<file path="src/rtl/rysy_pkg.sv">
// rysy_pkg: shared rysy encodings for next-PC select, fetch states and the NOP instruction
package rysy_pkg;
  typedef enum logic [1:0] {PC_P4, PC_M4, PC_ALU, PC_OLD} pc_sel_e;
  typedef enum logic [1:0] {RESET, FETCH, ISSUE, HALT} fetch_state_e;
  localparam logic [31:0] NOP_INST_DEF = 32'h0000_0013;
endpackage

</file>
<file path="src/rtl/inst_decode_fields.sv">
// inst_decode_fields: combinational slicing of an RV32 instruction word (bits [1:0] carry no field)
module inst_decode_fields (
  input  logic [31:2] inst,
  output logic [4:0]  opcode,
  output logic [2:0]  func3,
  output logic [6:0]  func7,
  output logic [4:0]  rd,
  output logic [4:0]  rs1,
  output logic [4:0]  rs2
);
  assign opcode = inst[6:2];
  assign func3  = inst[14:12];
  assign func7  = inst[31:25];
  assign rd     = inst[11:7];
  assign rs1    = inst[19:15];
  assign rs2    = inst[24:20];
endmodule

</file>
<file path="src/rtl/inst_fetch.sv">
// inst_fetch: rysy fetch stage owning PC and IR; RYSY_MISALIGN_CHECK_EN adds a misaligned-target halt
module inst_fetch
  import rysy_pkg::*;
#(
  parameter int              XLEN     = 32,
  parameter logic [XLEN-1:0] RESET_PC = '0,
  parameter logic [31:0]     NOP_INST = NOP_INST_DEF
) (
`ifdef RYSY_MISALIGN_CHECK_EN
  output logic            misaligned,
`endif
  input  logic            clk,
  input  logic            rst,
  input  logic [1:0]      pc_sel,
  input  logic [XLEN-1:0] alu_out,
  input  logic            next_nop,
  output logic            imem_req,
  output logic [XLEN-1:0] imem_addr,
  input  logic [31:0]     imem_rdata,
  input  logic            imem_valid,
  output logic [XLEN-1:0] pc,
  output logic [XLEN-1:0] pc_p4,
  output logic [31:0]     inst,
  output logic [4:0]      opcode,
  output logic [2:0]      func3,
  output logic [6:0]      func7,
  output logic [4:0]      rd,
  output logic [4:0]      rs1,
  output logic [4:0]      rs2,
  output logic            issue,
  output logic            stall
);
  fetch_state_e    state, state_n;
  logic [XLEN-1:0] pc_n;
  logic [31:0]     ir, ir_n;
  logic            second, second_n, squash, squash_n, dead, dead_n, hold;
  always_ff @(posedge clk) begin
    if (rst) begin
      state  <= RESET;
      pc     <= RESET_PC;
      ir     <= NOP_INST;
      second <= 1'b0;
      squash <= 1'b0;
      dead   <= 1'b0;
    end else begin
      state  <= state_n;
      pc     <= pc_n;
      ir     <= ir_n;
      second <= second_n;
      squash <= squash_n;
      dead   <= dead_n;
    end
  end
  // a squashed (dead) issue always advances by 4, whatever ctrl asks for
  always_comb begin
    state_n  = state;
    pc_n     = pc;
    ir_n     = ir;
    second_n = second;
    squash_n = squash;
    dead_n   = dead;
    hold     = (pc_sel == PC_OLD || pc_sel == PC_M4) && !second && !dead;
    case (state)
      RESET: state_n = FETCH;
      FETCH: if (imem_valid) begin
        state_n  = ISSUE;
        ir_n     = squash ? NOP_INST : imem_rdata;
        dead_n   = squash;
        squash_n = 1'b0;
        second_n = 1'b0;
      end
      ISSUE: begin
        squash_n = squash | next_nop;
        second_n = hold;
        if (!hold) begin
          state_n = FETCH;
          dead_n  = 1'b0;
          pc_n    = pc + XLEN'(4);
          if (!dead && pc_sel == PC_ALU)
`ifdef RYSY_MISALIGN_CHECK_EN
            if (alu_out[1]) begin
              state_n = HALT;
              pc_n    = pc;
            end else
`endif
            pc_n = alu_out & ~XLEN'(1);
        end
      end
      default: ;
    endcase
  end
  assign imem_req  = state == FETCH;
  assign imem_addr = pc;
  assign pc_p4     = pc + XLEN'(4);
  assign issue     = state == ISSUE;
  assign stall     = state == RESET || state == FETCH;
  assign inst      = issue ? ir : NOP_INST;
`ifdef RYSY_MISALIGN_CHECK_EN
  assign misaligned = state == HALT;
`endif
  inst_decode_fields u_dec (
    .inst   (inst[31:2]),
    .opcode (opcode),
    .func3  (func3),
    .func7  (func7),
    .rd     (rd),
    .rs1    (rs1),
    .rs2    (rs2)
  );
endmodule

</file>
<file path="config.mk">
export PLATFORM = sky130hd
export DESIGN_NAME = inst_fetch
export DESIGN_NICKNAME = d
export VERILOG_FILES = /design/src/rtl/rysy_pkg.sv /design/src/rtl/inst_decode_fields.sv /design/src/rtl/inst_fetch.sv
export SDC_FILE = /design/constraint.sdc
export NUM_CORES = 1
export LEC_CHECK = 0
export BUFFER_PORTS_ARGS = -buffer_cell sky130_fd_sc_hd__buf_2
export CORE_MARGIN = 10
export CORE_UTILIZATION = 43
export DETAILED_ROUTE_END_ITERATION = 12
export PLACE_DENSITY = 0.78
export SETUP_SLACK_MARGIN = 0.5
export SLEW_MARGIN = 20
export SYNTH_ARGS = -nofsm -noshare
export SYNTH_HDL_FRONTEND = slang
export SYNTH_HIERARCHICAL = 1
export SYNTH_SLANG_ARGS = --single-unit
</file>
<file path="constraint.sdc">
create_clock -name clk -period 2.5 [get_ports clk]
set_input_delay 0.125 -clock clk [delete_from_list [all_inputs] [get_ports clk]]
set_output_delay 0.125 -clock clk [all_outputs]
set_load 0.1 [all_outputs]
</file>
==> impl_results.html, run 1 <==
<table>
<tr><th>Metric</th><th>Value</th></tr>
<tr><th colspan="2">Final layout</th></tr>
<tr><td>Syn-to-layout area delta</td><td>79.4%</td></tr>
<tr><td>Most common library cell in the layout ignoring fill and taps</td><td>sky130_fd_sc_hd__buf_2</td></tr>
<tr><td>Utilization of the core after routing</td><td>79.8%</td></tr>
<tr><td>Area used by multi-input combinational logic</td><td>0.00287 mm²</td></tr>
<tr><td>Fill cell instance count of the final layout</td><td>579</td></tr>
<tr><td>Design area</td><td>0.00741 mm²</td></tr>
<tr><td>Fraction of final layout cells with drive strength greater than 1</td><td>58.0%</td></tr>
<tr><td>Number of nets in the layout</td><td>821</td></tr>
<tr><td>FF+latch area</td><td>0.00146 mm²</td></tr>
<tr><td>Most frequent cells in the layout</td><td>141 x sky130_fd_sc_hd__buf_2, 106 x sky130_fd_sc_hd__buf_4, 39 x sky130_fd_sc_hd__dlygate4sd3_1</td></tr>
<tr><th colspan="2">Global routing</th></tr>
<tr><td>Total GRT Usage</td><td>23.7%</td></tr>
<tr><td>Remaining global-route overflow</td><td>0</td></tr>
<tr><td>Antenna violations before repair</td><td>2</td></tr>
<tr><td>First-pass GRT wire length</td><td>27.4 mm</td></tr>
<tr><td>Largest net degree at the start of global routing</td><td>39</td></tr>
<tr><td>Via count of the first global-routing pass</td><td>5048</td></tr>
<tr><th colspan="2">Yosys</th></tr>
<tr><td>Count of cell types in the netlist</td><td>57</td></tr>
<tr><td>Synthesized area per cell</td><td>8.32 µm²</td></tr>
<tr><td>Proportion of synthesized chip area in sequential cells</td><td>33.0%</td></tr>
<tr><td>Post-synthesis async set-or-reset flop share</td><td>0%</td></tr>
<tr><td>Post-synth design cell area</td><td>0.00413 mm²</td></tr>
<tr><td>Gate count of the mapped netlist</td><td>496</td></tr>
<tr><td>Count of flip-flops with a built-in enable after synthesis</td><td>0</td></tr>
<tr><td>Synthesis-stage register bit count</td><td>68</td></tr>
<tr><td>Top FF cell, synth</td><td>sky130_fd_sc_hd__dfxtp_1</td></tr>
<tr><td>Count of synthesis-stage warnings from yosys</td><td>6</td></tr>
<tr><th colspan="2">Floorplanning</th></tr>
<tr><td>Starting density of the core</td><td>44.5%</td></tr>
<tr><td>Die area</td><td>0.0139 mm²</td></tr>
<tr><td>DIE WIDTH</td><td>118 µm</td></tr>
<tr><td>DIE HEIGHT</td><td>118 µm</td></tr>
<tr><td>Site row count</td><td>35</td></tr>
<tr><td>Top Ports</td><td>231</td></tr>
<tr><td>Area of the placeable core</td><td>0.00928 mm²</td></tr>
<tr><th colspan="2">Timing</th></tr>
<tr><td>Minimum clock period after layout</td><td>2.18 ns</td></tr>
<tr><td>Worst clock skew</td><td>0.0134 ns</td></tr>
<tr><td>Post-route clock period utilization</td><td>87.3%</td></tr>
<tr><td>Final hold violation count</td><td>0</td></tr>
<tr><td>Final number of setup-violating endpoints</td><td>0</td></tr>
<tr><td>Summed negative setup slack over all endpoints</td><td>0 ns</td></tr>
<tr><td>Slew Limit Fails</td><td>0</td></tr>
<tr><td>Rel. slew slack</td><td>61.1%</td></tr>
<tr><td>Slew at the pin with the worst max-slew slack</td><td>0.582 ns</td></tr>
<tr><td>Highest clock rate</td><td>0.458 GHz</td></tr>
<tr><td>Unrepaired setup endpoints after global routing</td><td>yes</td></tr>
<tr><th colspan="2">Place</th></tr>
<tr><td>Post-placement cell area</td><td>0.00589 mm²</td></tr>
<tr><td>Global placement routability congestion</td><td>0.795</td></tr>
<tr><td>Post-detail-place hpwl</td><td>11.4 mm</td></tr>
<tr><td>Input/output buffers</td><td>226</td></tr>
<tr><th colspan="2">Worst hold path</th></tr>
<tr><td>HP Start</td><td>alu_out[29]</td></tr>
<tr><td>Worst hold-check path type</td><td>input pin to register</td></tr>
<tr><th colspan="2">Setup path</th></tr>
<tr><td>Highest net fanout along the worst path</td><td>6</td></tr>
<tr><td>Launch point of the worst reg-to-reg path</td><td>imem_addr[10]</td></tr>
<tr><td>Crit. End Element</td><td>output pin</td></tr>
<tr><td>Arrival @ worst endpoint</td><td>2.06 ns</td></tr>
<tr><td>Class of the most critical setup path</td><td>register to output pin</td></tr>
<tr><td>Critical path launch point type</td><td>register</td></tr>
<tr><td>R2r worst-path depth</td><td>8</td></tr>
<tr><td>Endpoint required time on the critical path</td><td>2.38 ns</td></tr>
<tr><td>Worst r2r dst</td><td>imem_addr[17]</td></tr>
<tr><td>Capture point of the critical path</td><td>pc_p4[25]</td></tr>
<tr><td>Register-to-register path setup slack</td><td>0.60 ns</td></tr>
<tr><td>Crit. Startpoint</td><td>imem_addr[10]</td></tr>
<tr><th colspan="2">CTS</th></tr>
<tr><td>Number of buffers inserted during clock tree synthesis</td><td>9</td></tr>
<tr><td>CTS max path bufs</td><td>2</td></tr>
<tr><td>H-Tree Level Count</td><td>3</td></tr>
<tr><td>Clock Sink Count</td><td>68</td></tr>
<tr><td>Clk pin slew, worst setup/hold paths</td><td>0.08 ns</td></tr>
<tr><td>Clock tree from TritonCTS</td><td>done</td></tr>
<tr><td>Clock latency on the worst-skew pair</td><td>0.35 ns</td></tr>
<tr><td>Root Driver</td><td>sky130_fd_sc_hd__clkbuf_8</td></tr>
<tr><th colspan="2">Pwr</th></tr>
<tr><td>Worst vdd rail ir drop</td><td>255 µV</td></tr>
<tr><td>Static Leakage</td><td>3.51 nW</td></tr>
<tr><td>Power per cell area</td><td>366 mW/mm²</td></tr>
<tr><th colspan="2">Drt</th></tr>
<tr><td>Initial detailed-routing violation count</td><td>260</td></tr>
<tr><td>Via count of the routed design</td><td>4813</td></tr>
<tr><td>DRC violation count after routing</td><td>0</td></tr>
<tr><td>DR pass1 iterations</td><td>4</td></tr>
<tr><td>Antenna-violating nets left</td><td>0</td></tr>
<tr><td>Routed wire length</td><td>17.9 mm</td></tr>
<tr><td>Vias per cell</td><td>5.43</td></tr>
<tr><td>Wire per inst</td><td>20.2 µm</td></tr>
<tr><th colspan="2">Run</th></tr>
<tr><td>Total of max-cap violations</td><td>0</td></tr>
<tr><th colspan="2">Outcome</th></tr>
<tr><td>Outcome</td><td>completed</td></tr>
</table>
## flip-flops by register name, indices dropped and copies added (netlist names)
register	count
ir	32
second	1
dead	1
squash	1
state	2
imem_addr	31
## through the flow
step | power [mW] | std cells | hold WS, ns | setup WS (ns)
CTS | 2.68 | 864 | 0.00392 | 0.284
global route | 2.80 | 886 | 0.00953 | 0.208
finish | 2.71 | 886 | 0.0117 | 0.317
global placement | 1.63 | 771 | 0.331 | 0.352
floorplan | 1.52 | 498 | 0.244 | 0.0876
detailed placement | 1.64 | 771 | 0.337 | 0.300
## metal layers
layer,vias to the layer above,part of all wire (%),global-route usage (%)
met5,-,0,0
met4,0,3.0,8.66
met3,37,8.6,8.35
met2,263,51,42.6
met1,2310,37,24.9
li1,2203,-,-
## cell usage after synthesis (4+ instances only)
master / n / area share [%]
sky130_fd_sc_hd__a22oi_1: 8 / 1.5
sky130_fd_sc_hd__nand2_1: 33 / 3.0
sky130_fd_sc_hd__nor3_2: 4 / 0.97
sky130_fd_sc_hd__nand4_1: 8 / 1.2
sky130_fd_sc_hd__nor3_1: 8 / 0.97
sky130_fd_sc_hd__and2_1: 32 / 4.8
sky130_fd_sc_hd__nor2_1: 32 / 2.9
sky130_fd_sc_hd__and4_1: 4 / 0.85
sky130_fd_sc_hd__a21oi_1: 20 / 2.4
sky130_fd_sc_hd__mux2i_1: 5 / 1.2
sky130_fd_sc_hd__xnor2_1: 17 / 3.6
sky130_fd_sc_hd__dfxtp_1: 68 / 33
sky130_fd_sc_hd__xor2_1: 11 / 2.3
sky130_fd_sc_hd__o21ai_0: 10 / 1.2
sky130_fd_sc_hd__and3_1: 11 / 1.7
sky130_fd_sc_hd__clkbuf_1: 19 / 1.7
sky130_fd_sc_hd__nand3_1: 15 / 1.8
sky130_fd_sc_hd__buf_4: 67 / 12
sky130_fd_sc_hd__nor3b_1: 4 / 0.73
sky130_fd_sc_hd__a32oi_1: 4 / 0.85
sky130_fd_sc_hd__a22o_1: 33 / 7.0
sky130_fd_sc_hd__o21ai_1: 4 / 0.49
sky130_fd_sc_hd__buf_2: 7 / 0.85
sky130_fd_sc_hd__nand2b_1: 8 / 1.2
sky130_fd_sc_hd__inv_1: 11 / 1.0
sky130_fd_sc_hd__o2bb2ai_1: 6 / 1.3
## cells by family after synthesis
family                     after synthesis  share of synthesized area, %
AOI/OAI and AO/OA                      111                          19.7
xor gates and xnor gates                28                          5.94
adders and majority gates                1                         0.303
buffers and inverters                  108                          16.2
DFF                                     68                          33.0
muxes                                    5                          1.21
other                                    1                        0.0908
and+or+nand+nor                        174                          23.6
## how the worst min path moves through the flow
stage                                to  cells past startpoint
final                     imem_addr[29]                      3
after CTS                        squash                      3
after detailed placement         ir[23]                      2
after floorplan                   ir[0]                      1
after global routing              ir[5]                      2
after global placement            ir[1]                      2
## report_power, final
group	leakage (nW)	switching [mW]	internal (mW)
Combinational	2.82	0.383	0.187
Clock	0.108	0.488	0.528
Sequential	0.575	0.0336	1.09
Total	3.51	0.904	1.81
## critical path, cell delays in order (launching register included)
cell and delay [ns]:
sky130_fd_sc_hd__dfxtp_4 0.38, sky130_fd_sc_hd__nand4_1 0.12, sky130_fd_sc_hd__buf_6 0.16, sky130_fd_sc_hd__nor4_4 0.21, sky130_fd_sc_hd__buf_6 0.19, sky130_fd_sc_hd__buf_4 0.14, sky130_fd_sc_hd__nand2_2 0.11, sky130_fd_sc_hd__xnor2_4 0.19
sky130_fd_sc_hd__buf_12 0.20
## layout make-up
| cell class | count | area share, % |
|---|---|---|
| clock buffer | 10 | 2.01 |
| antenna | 2 | 0.0676 |
| sequential | 68 | 19.8 |
| multi-input combinational | 322 | 38.7 |
| tap | 129 | 2.18 |
| inverter | 12 | 0.659 |
| timing repair buffer | 337 | 35.7 |
| clock inverter | 6 | 0.946 |
## timing repair
item | 4_1_cts | 5_1_grt
gates resized for setup | 109 | 30
endpoints found under the hold margin | 39 | 0
endpoints found under the setup margin | 85 | 94
pin swaps | 19 | 12
cloned | 1 | 1
setup buffers | 37 | 19
hold buffers | 39 | 0
(Power assumes the default switching activity.)
==> run 2: changes to the inputs <==
Settings changed: CORE_UTILIZATION 43 to 45, PLACE_DENSITY 0.78 to 0.81.
==> impl_results.html, run 2 (synthesis gave the netlist of run 1 again) <==
<table>
<tr><th>Metric</th><th>Value</th></tr>
<tr><th colspan="2">Outcome</th></tr>
<tr><td>Outcome</td><td>completed</td></tr>
<tr><th colspan="2">Pwr</th></tr>
<tr><td>Power per cell area</td><td>343 mW/mm²</td></tr>
<tr><td>Register share of total power</td><td>43.3%</td></tr>
<tr><td>Static Leakage</td><td>3.63 nW</td></tr>
<tr><td>Fraction of power consumed by combinational cells</td><td>21.9%</td></tr>
<tr><td>Switching power</td><td>0.898 mW</td></tr>
<tr><td>Proportion of total power due to net switching</td><td>34.5%</td></tr>
<tr><td>Worst vdd rail ir drop</td><td>318 µV</td></tr>
<tr><td>Internal Power</td><td>1.71 mW</td></tr>
<tr><td>Fraction of power consumed by the clock network</td><td>34.9%</td></tr>
<tr><td>Overall Power</td><td>2.60 mW</td></tr>
<tr><th colspan="2">Setup path</th></tr>
<tr><td>Standard cell with the maximum stage delay on the critical path</td><td>sky130_fd_sc_hd__nor4_4</td></tr>
<tr><td>Arrival @ worst endpoint</td><td>2.20 ns</td></tr>
<tr><td>Crit. End Element</td><td>output pin</td></tr>
<tr><td>Max incr delay on CP</td><td>0.40 ns</td></tr>
<tr><td>Class of the most critical setup path</td><td>register to output pin</td></tr>
<tr><td>Endpoint required time on the critical path</td><td>2.38 ns</td></tr>
<tr><td>Highest net fanout along the worst path</td><td>6</td></tr>
<tr><td>Library cell appearing most often on the critical path</td><td>sky130_fd_sc_hd__buf_6</td></tr>
<tr><td>Worst path cell trace</td><td>clkinvlp_4 &gt; nor4_4 &gt; buf_6 &gt; nand4_1 &gt; buf_6 &gt; xnor2_4 &gt; buf_12</td></tr>
<tr><td>Critical path launch point type</td><td>register</td></tr>
<tr><th colspan="2">Floorplanning</th></tr>
<tr><td>Starting density of the core</td><td>46.9%</td></tr>
<tr><td>Site row count</td><td>34</td></tr>
<tr><td>DIE WIDTH</td><td>116 µm</td></tr>
<tr><td>Top Ports</td><td>231</td></tr>
<tr><td>DIE HEIGHT</td><td>116 µm</td></tr>
<tr><td>Die area</td><td>0.0134 mm²</td></tr>
<tr><td>Area of the placeable core</td><td>0.00881 mm²</td></tr>
<tr><th colspan="2">CTS</th></tr>
<tr><td>CTS max path bufs</td><td>2</td></tr>
<tr><td>Clock Sink Count</td><td>68</td></tr>
<tr><td>Clk pin slew, worst setup/hold paths</td><td>0.08 ns</td></tr>
<tr><td>Clock latency on the worst-skew pair</td><td>0.35 ns</td></tr>
<tr><td>Root Driver</td><td>sky130_fd_sc_hd__clkbuf_8</td></tr>
<tr><td>Number of buffers inserted during clock tree synthesis</td><td>9</td></tr>
<tr><td>H-Tree Level Count</td><td>3</td></tr>
<tr><td>Clock tree from TritonCTS</td><td>done</td></tr>
<tr><th colspan="2">Timing</th></tr>
<tr><td>Minimum clock period after layout</td><td>2.33 ns</td></tr>
<tr><td>Slew Limit Fails</td><td>0</td></tr>
<tr><td>Final hold violation count</td><td>0</td></tr>
<tr><td>Summed negative setup slack over all endpoints</td><td>0 ns</td></tr>
<tr><td>Unrepaired setup endpoints after global routing</td><td>yes</td></tr>
<tr><td>Post-route clock period utilization</td><td>93.1%</td></tr>
<tr><td>Worst clock skew</td><td>0.0115 ns</td></tr>
<tr><td>Final number of setup-violating endpoints</td><td>0</td></tr>
<tr><td>Slew at the pin with the worst max-slew slack</td><td>0.680 ns</td></tr>
<tr><td>Rel. slew slack</td><td>54.6%</td></tr>
<tr><td>Highest clock rate</td><td>0.430 GHz</td></tr>
<tr><th colspan="2">Place</th></tr>
<tr><td>Post-placement cell area</td><td>0.00585 mm²</td></tr>
<tr><td>Input/output buffers</td><td>226</td></tr>
<tr><td>Global placement routability congestion</td><td>0.832</td></tr>
<tr><td>Post-detail-place hpwl</td><td>11.4 mm</td></tr>
<tr><th colspan="2">Final layout</th></tr>
<tr><td>Fraction of final layout cells with drive strength greater than 1</td><td>60.4%</td></tr>
<tr><td>Number of flip-flops under the largest register name</td><td>32</td></tr>
<tr><td>Design area</td><td>0.00760 mm²</td></tr>
<tr><td>Register containing the most flip-flops in the final layout</td><td>ir</td></tr>
<tr><td>Most frequent cells in the layout</td><td>139 x sky130_fd_sc_hd__buf_2, 129 x sky130_fd_sc_hd__buf_4, 38 x sky130_fd_sc_hd__dfxtp_1</td></tr>
<tr><td>Number of nets in the layout</td><td>839</td></tr>
<tr><td>Syn-to-layout area delta</td><td>84.1%</td></tr>
<tr><td>Most common library cell in the layout ignoring fill and taps</td><td>sky130_fd_sc_hd__buf_2</td></tr>
<tr><th colspan="2">Drt</th></tr>
<tr><td>DR pass1 iterations</td><td>5</td></tr>
<tr><td>Routed wire length</td><td>20.2 mm</td></tr>
<tr><td>DRC violation count after routing</td><td>0</td></tr>
<tr><td>Via count of the routed design</td><td>5130</td></tr>
<tr><td>Antenna-violating nets left</td><td>0</td></tr>
<tr><td>Initial detailed-routing violation count</td><td>399</td></tr>
<tr><td>Wire per inst</td><td>22.8 µm</td></tr>
<tr><td>Vias per cell</td><td>5.80</td></tr>
<tr><th colspan="2">Global routing</th></tr>
<tr><td>Remaining global-route overflow</td><td>0</td></tr>
<tr><td>First-pass GRT wire length</td><td>27.8 mm</td></tr>
<tr><td>Total GRT Usage</td><td>26.1%</td></tr>
<tr><td>Antenna violations before repair</td><td>6</td></tr>
<tr><td>Largest net degree at the start of global routing</td><td>39</td></tr>
<tr><td>Via count of the first global-routing pass</td><td>5148</td></tr>
<tr><th colspan="2">Worst hold path</th></tr>
<tr><td>Worst hold-check path type</td><td>input pin to register</td></tr>
<tr><th colspan="2">Run</th></tr>
<tr><td>Total of max-cap violations</td><td>0</td></tr>
</table>
==> run 2: metrics by stage <==
stage / worst slack [ns] / instances / hold WS [ns] / utilization [%]
6_report: 0.173 / 885 / 0.00984 / 86.3
2_1_floorplan: 0.0876 / 498 / 0.244 / -
5_1_grt: 0.166 / 884 / 0.0115 / 86.3
3_3_place_gp: 0.308 / 749 / 0.331 / 66.5
3_5_place_dp: 0.281 / 749 / 0.336 / 66.5
4_1_cts: 0.325 / 848 / 0.000196 / 81.3
==> run 2: routing by layer <==
metal	global-route usage [%]	wire length, µm	share of wire [%]	vias up
met3	8.68	2060	10	81
met1	26.7	6820	34	2425
met4	12.6	1000	5.0	2
met2	47.0	10300	51	389
met5	0	7	0.035	-
li1	-	-	-	2233
==> run 2: area by class of cell <==
class	instances	area (µm²)
timing repair buffer	355	2810
multi-input combinational	322	2940
tap	108	135
clock inverter	6	41.3
inverter	12	52.6
fill	418	1210
antenna	4	10.0
clock buffer	10	149
sequential	68	1460
==> run 2: path summary, 6_finish.rpt <==
check,depth (start not counted),slack (ns),to,startpoint
min reg2reg,1,0.48,ir[11],ir[11]
max reg2reg,8,0.46,imem_addr[29],imem_addr[14]
max,7,0.17,pc_p4[26],imem_addr[14]
min,3,0.01,imem_addr[30],alu_out[30]
==> run 2: power by group through the flow <==
stage	sequential (mW)	clock [mW]	combinational [mW]
floorplan	1.18	0	0.337
global placement	1.15	0	0.474
detailed placement	1.16	0	0.483
CTS	1.12	0.907	0.543
global route	1.13	0.961	0.594
finish	1.13	0.907	0.570
==> run 2: repair_timing <==
action | 4_1_cts | 5_1_grt
gates resized for setup | 118 | 50
setup endpoints to repair | 87 | 94
setup buffers | 49 | 33
pin swaps | 30 | 28
hold buffers | 34 | 0
endpoints found under the hold margin | 34 | 0
==> run 2: critical path: cells and delay by family, from the launching register on <==
family,cells,cell delay (ns)
flops,1,0.39
simple gates,2,0.57
buf+inv,4,0.74
xor+xnor,1,0.16
